===== src/rtl/crc16_parallel.sv =====
// crc16_parallel
// Byte-parallel CRC-16 generator (MSB-first, no reflection, no final XOR).
// Absorbs one data byte per clock, echoes each byte on crc_out, then appends
// the 16-bit CRC as two bytes, high byte first.
//
// Parameters:
//   POLY     generator polynomial with implicit x^16 (default CCITT 16'h1021)
//   INIT     CRC register value at frame start
// Ports:
//   clk      sole clock, rising edge
//   rst      synchronous active-high reset
//   load     frame start; crc_in in this cycle is the first data byte
//   d_finish frame end; crc_in in this cycle is not absorbed
//   crc_in   data byte
//   crc_out  registered stream: echoed data, CRC high byte, CRC low byte
module crc16_parallel #(
  parameter logic [15:0] POLY = 16'h1021,
  parameter logic [15:0] INIT = 16'h0000
) (
  input  logic       clk,
  input  logic       rst,
  input  logic       load,
  input  logic       d_finish,
  input  logic [7:0] crc_in,
  output logic [7:0] crc_out
);

  typedef enum logic [1:0] {
    IDLE   = 2'd0,
    CALC   = 2'd1,
    OUT_HI = 2'd2,
    OUT_LO = 2'd3
  } state_t;

  state_t      state_q, state_d;
  logic [15:0] crc_q, crc_d;
  logic [7:0]  out_q, out_d;

  // One byte folded into the CRC: the byte enters the top of the register,
  // then eight unrolled shift/conditional-XOR steps.
  function automatic logic [15:0] crc_update(input logic [15:0] c, input logic [7:0] d);
    logic [15:0] r;
    r = c ^ {d, 8'h00};
    for (int i = 0; i < 8; i++) begin
      if (r[15]) begin
        r = {r[14:0], 1'b0} ^ POLY;
      end else begin
        r = {r[14:0], 1'b0};
      end
    end
    return r;
  endfunction

  // Next-state, next-CRC and next output byte.
  always_comb begin
    state_d = state_q;
    crc_d   = crc_q;
    out_d   = 8'h00;
    case (state_q)
      IDLE: begin
        if (load) begin
          crc_d   = crc_update(INIT, crc_in);
          out_d   = crc_in;
          state_d = CALC;
        end else begin
          state_d = IDLE;
        end
      end
      CALC: begin
        // load wins over d_finish: a fresh frame starts with this byte.
        if (load) begin
          crc_d   = crc_update(INIT, crc_in);
          out_d   = crc_in;
          state_d = CALC;
        end else if (d_finish) begin
          out_d   = crc_q[15:8];
          state_d = OUT_HI;
        end else begin
          crc_d   = crc_update(crc_q, crc_in);
          out_d   = crc_in;
          state_d = CALC;
        end
      end
      // Trailer bytes always complete; load/d_finish are not looked at here.
      OUT_HI: begin
        out_d   = crc_q[7:0];
        state_d = OUT_LO;
      end
      OUT_LO: begin
        out_d   = 8'h00;
        state_d = IDLE;
      end
      default: begin
        out_d   = 8'h00;
        state_d = IDLE;
      end
    endcase
  end

  // State, CRC and output registers with synchronous reset.
  always_ff @(posedge clk) begin
    if (rst) begin
      state_q <= IDLE;
      crc_q   <= INIT;
      out_q   <= 8'h00;
    end else begin
      state_q <= state_d;
      crc_q   <= crc_d;
      out_q   <= out_d;
    end
  end

  assign crc_out = out_q;

endmodule


===== config.mk =====
export PLATFORM = sky130hd
export DESIGN_NAME = crc16_parallel
export DESIGN_NICKNAME = d
export VERILOG_FILES = /design/src/rtl/crc16_parallel.sv
export SDC_FILE = /design/constraint.sdc
export NUM_CORES = 1
export LEC_CHECK = 0
export BUFFER_PORTS_ARGS = -buffer_cell sky130_fd_sc_hd__buf_2
export CAP_MARGIN = 20
export CORE_MARGIN = 1.5
export CORE_UTILIZATION = 59
export CTS_BUF_LIST = sky130_fd_sc_hd__clkbuf_8
export CTS_CLUSTER_SIZE = 25
export DETAILED_ROUTE_END_ITERATION = 10
export MAX_ROUTING_LAYER = met4
export PLACE_DENSITY = 0.82
export SLEW_MARGIN = 40
export SYNTH_ARGS = -nofsm -noshare
export SYNTH_HDL_FRONTEND = slang
export SYNTH_SLANG_ARGS = --single-unit

===== constraint.sdc =====
create_clock -name clk -period 2.2 [get_ports clk]
set_input_delay 0.66 -clock clk [delete_from_list [all_inputs] [get_ports clk]]
set_output_delay 0.66 -clock clk [all_outputs]
set_load 0.05 [all_outputs]

== Word level (Yosys, flattened, before mapping) ==
Index checks and enable logic that the tools add are counted.
Widths: inputs -> output; s select.

* Register bits: 26
* Output and inout bits: 8

* Reductions and logical operators: 3
* Bitwise logic cells: 24
* Eq/ne operators: 5
* Multiplexer cells: 83

{| class="wikitable"
|+ Operator list
! cell !! count
|-
| $mux 16 || 51
|-
| $mux 13 || 23
|-
| $not 3->3 || 23
|-
| $pmux 16 s2 || 1
|-
| $pmux 8 s4 || 1
|-
| $mux 8 || 3
|-
| $xor 16x16->16 || 1
|-
| $pmux 2 s4 || 1
|-
| $eq 2x2->1 const B || 2
|-
| $mux 2 || 2
|-
| $ne 3x3->1 const B || 1
|-
| $reduce_and 3->1 || 1
|-
| $eq 2x1->1 const B || 1
|-
| $logic_not 2->1 || 1
|-
| $ne 2x2->1 const B || 1
|-
| $reduce_bool 2->1 || 1
|-
| $mux 1 || 1
|}

== Longest topological paths before layout ==
* Depth after elaboration: 41
* Depth in mapped cells: 6

== Least setup slack after synthesis ==
No wires, ideal clock.

* Path type: input to register
* From: input load
* To: register crc_q[12]
* Setup slack: 0.241 ns
* Required time: 2.109 ns
* Buffers on the path: 2
* Library setup time: 0.091 ns
* Arrival time: 1.868 ns
* Stages on the path: 5
* Cells stage by stage: buf_6 -> or3b_1 -> buf_6 -> or3_1 -> a311oi_1

* Word-level cells in the longest chain between the ends: 2
* Elaborated cells on any way between the ends: 5
* Classes of those cells: eq/ne (2); mux (2); reduce/logical (1)

{| class="wikitable"
|+ RTL lines
! element !! RTL line !! text
|-
| start: declaration || 22 || <nowiki>input logic load,</nowiki>
|-
| $ne 3x3->1 (no line), or another cell as far along || n/a ||
|-
| $reduce_and 3->1 (no line) / $pmux 16 s2 (equally long branches) || n/a ||
|-
| end signal: assignment || 108 || <nowiki>crc_q <= crc_d;</nowiki>
|-
| end: declaration || 36 || <nowiki>logic [15:0] crc_q, crc_d;</nowiki>
|}

Several ways; a longest one is shown, not always the timed one.
A chain may end at the register's enable or synchronous reset.

== Final worst setup path ==
Ends and elaborated chain as after synthesis.

==> results_dict.tcl <==
set metrics [dict create \
    num_rows 18 \
    grt_max_degree 28 \
    r2r_start "state_q[0]" \
    power_leakage_nw 0.623 \
    ys_seq_elements 26 \
    io_buffer_count 19 \
    drt-total-wl_um 3360 \
    clock_latency_ns 0.28 \
    yosys.area_share.adder_pct 0 \
    cts.clk_slew.worst_paths_ns 0.09 \
    ys_async_sr_fraction_pct 0 \
    synth_area_leaders "dfxtp_1 (35%), xnor2_1 (16%), a21oi_1 (5.4%)" \
    rsz0062_at_grt "false" \
    reg2reg_depth 3 \
    period_share_pct 85.1 \
    post_drt_wl_per_cell_um 14.7 \
    syn_area_um2 1490 \
    fp.coreArea_um2 2430 \
    synth_edf_count 0 \
    start_util_pct 61.2 \
    n_fill_cell 205 \
    critPathRequiredTime_ns 2.38 \
    rrSetupSlack_ns 0.38 \
    syn_to_final_growth_pct 12.7 \
    synth_most_common_cell "xnor2_1" \
    peakVddDrop_v 0.000690 \
    drv_cap 0 \
    crit_path_end_kind "flop" \
    powerDensity_nw_per_um2 710 \
    layout-drive-gt1-share_pct 16.6 \
    maxSlewViolCount 0 \
    comb_power_share_pct 29.9 \
    track_usage_pct 29.1 \
    synth_mux_area_share_pct 1.34 \
    yosys.area_share.simple_pct 18.5 \
    final_cells 229 \
    synth_cell_types 31 \
    vias 1348 \
    dr.pass1.iters 4 \
    diodes 0 \
    synthCells 181 \
    hold_viol 0 \
    dp_hpwl_um 2340 \
    post_cts.repair.setup_buffers 0 \
    ys_seq_area_share_pct 35.0 \
    intPower_mw 0.797 \
    numCtsBuffers 3 \
    h-tree-depth 1 \
    finalSetupViolations 0 \
    max_freq_ghz 0.534 \
    drtAntennaViolNets 0 \
    hold_depth 2 \
    tightest_slew_ns 0.524 \
    synth-xor-area-share_pct 17.1 \
    power_frac_seq_pct 46.9 \
    clock_skew_ns 0.00580 \
    cts.sinks 26 \
    crit_path_max_fanout 17 \
    via_per_inst 5.89 \
    hold_buffers 0 \
    fin_setup_tns_ns 0 \
    fp.dieH_um 53.2 \
    io_pins 20 \
    grt_pass1_wl_um 5860 \
    grt_pass1_vias 1320 \
    synth_top_family_by_area "compound AO/OA/AOI/OAI gates" \
    antenna_found_initial 0 \
    min_period_ns 1.87 \
    clock_power_share_pct 23.2 \
    path_class "primary input to flop" \
    r2r_end "crc_q[12]" \
    hold_end "crc_q[3]" \
    relSlewSlack_pct 65.1 \
    p_total_mw 1.19 \
    p_switching_mw 0.395 \
    switching_share_pct 33.1 \
    cts.root.buffer_cell "clkbuf_8" \
    synth-compound-area-share_pct 22.8 \
    min_path_type "flop to flop" \
    cp.arrival_ns 2.06 \
    fp.dieArea_um2 2830 \
    yosysTopAreaCell "dfxtp_1" \
    cp-start-kind "primary input" \
    dr.first_iter.drc_count 37 \
    cts_tree "yes" \
    synth_flop_cell "dfxtp_1" \
    grt-ovfl-total 0 \
    clock_path_buffers 2 \
    place_inst 226 \
    ys_warn_count 0 \
    synth_nets 193 \
    hold_start "crc_q[3]" \
    route.detailed.drc 0 \
    cts_resized 0 \
    synth_top_area_share_pct 35.0 \
    die_width_um 53.2 \
    status "finished, final reports clean" \
    synthTopCellsByCount "xnor2_1 (27), dfxtp_1 (26), a21oi_1 (16)" \
    synth_area_per_cell_um2 8.23 \
    final_nets 213 \
    gp_congestion 0.855 \
]
[cell families after synthesis]
family / Yosys count
XOR/XNOR: 29
buffers and inverters: 17
multiplexers: 2
AND/OR/NAND/NOR: 56
flip-flops: 26
AO/OA/AOI/OAI: 51
[power by group through the flow]
stage	clock, mW	sequential [mW]	combinational, mW
after CTS	0.281	0.558	0.354
after detailed placement	0	0.569	0.352
final	0.277	0.559	0.356
after global routing	0.290	0.565	0.394
after floorplan	0	0.583	0.251
after global placement	0	0.568	0.341
[final cells by class]
type,instances,area [um2],share of cell area (%)
Multi-Input combinational cell,138,888,52.9
Tap cell,30,37.5,2.24
Timing Repair Buffer,28,175,10.4
Sequential cell,26,520,31.0
Inverter,4,15.0,0.895
Clock buffer,3,41.3,2.46
[sequential cells by signal, indices dropped and copies added (netlist names), named ones only]
register  count
crc_out       8
state_q       1
crc_q        16
[worst max-delay path, cell delays in order]
cell	delay [ns]
buf_2	0.10
or3b_1	0.59
or3_1	0.44
a311oi_1	0.27
[per-stage QoR]
| stage | area (um2) | setup WS, ns | utilization [%] | hold WS (ns) |
|---|---|---|---|---|
| after floorplan | 1490 | 0.241 | - | 0.458 |
| after global placement | 1640 | 0.115 | 67.3 | 0.473 |
| final | 1680 | 0.327 | 69.0 | 0.489 |
| after CTS | 1680 | 0.342 | 69.0 | 0.490 |
| after detailed placement | 1640 | 0.0498 | 67.3 | 0.477 |
| after global routing | 1680 | 0.282 | 69.0 | 0.528 |
[worst max path at each step]
stage	from	to	slack [ns]	depth (start not counted)
final	load	crc_q[12]	0.33	4
after global routing	load	crc_q[9]	0.28	6
after CTS	load	crc_q[12]	0.34	4
after detailed placement	load	crc_q[12]	0.05	4
after global placement	load	crc_q[12]	0.11	4
after floorplan	load	crc_q[12]	0.24	5
[cell usage in the layout, fill, tap and decap left out]
master     instances
nand2_1           15
or3_1              5
a21oi_1           16
inv_1              4
o21a_1             1
and2_1             1
nor3b_1            6
a21boi_0           3
nand2b_1           3
a31oi_1            1
o221a_2            2
clkbuf_8           3
buf_2             19
o2111ai_1          1
dfxtp_1           26
buf_4              8
nor3_1             4
buf_12             1
xnor2_1           27
o211ai_1           1
nor2b_1            2
a22oi_1            8
o311a_1            3
a211oi_1           6
o21ai_0            8
or3b_1             1
nor2_1            15
mux2i_1            2
nand3_1            4
xor2_1             2
a311oi_1           1
[metal layers]
metal / up-vias / track usage [%] / share of wire [%]
met3: 5 / 3.67 / 4.5
met1: 640 / 36.6 / 46
li1: 671 / - / -
met5: - / - / 0
met4: 0 / 12.4 / 1.4
met2: 32 / 46.9 / 48
Note: power is estimated with default switching activity, not from simulation.
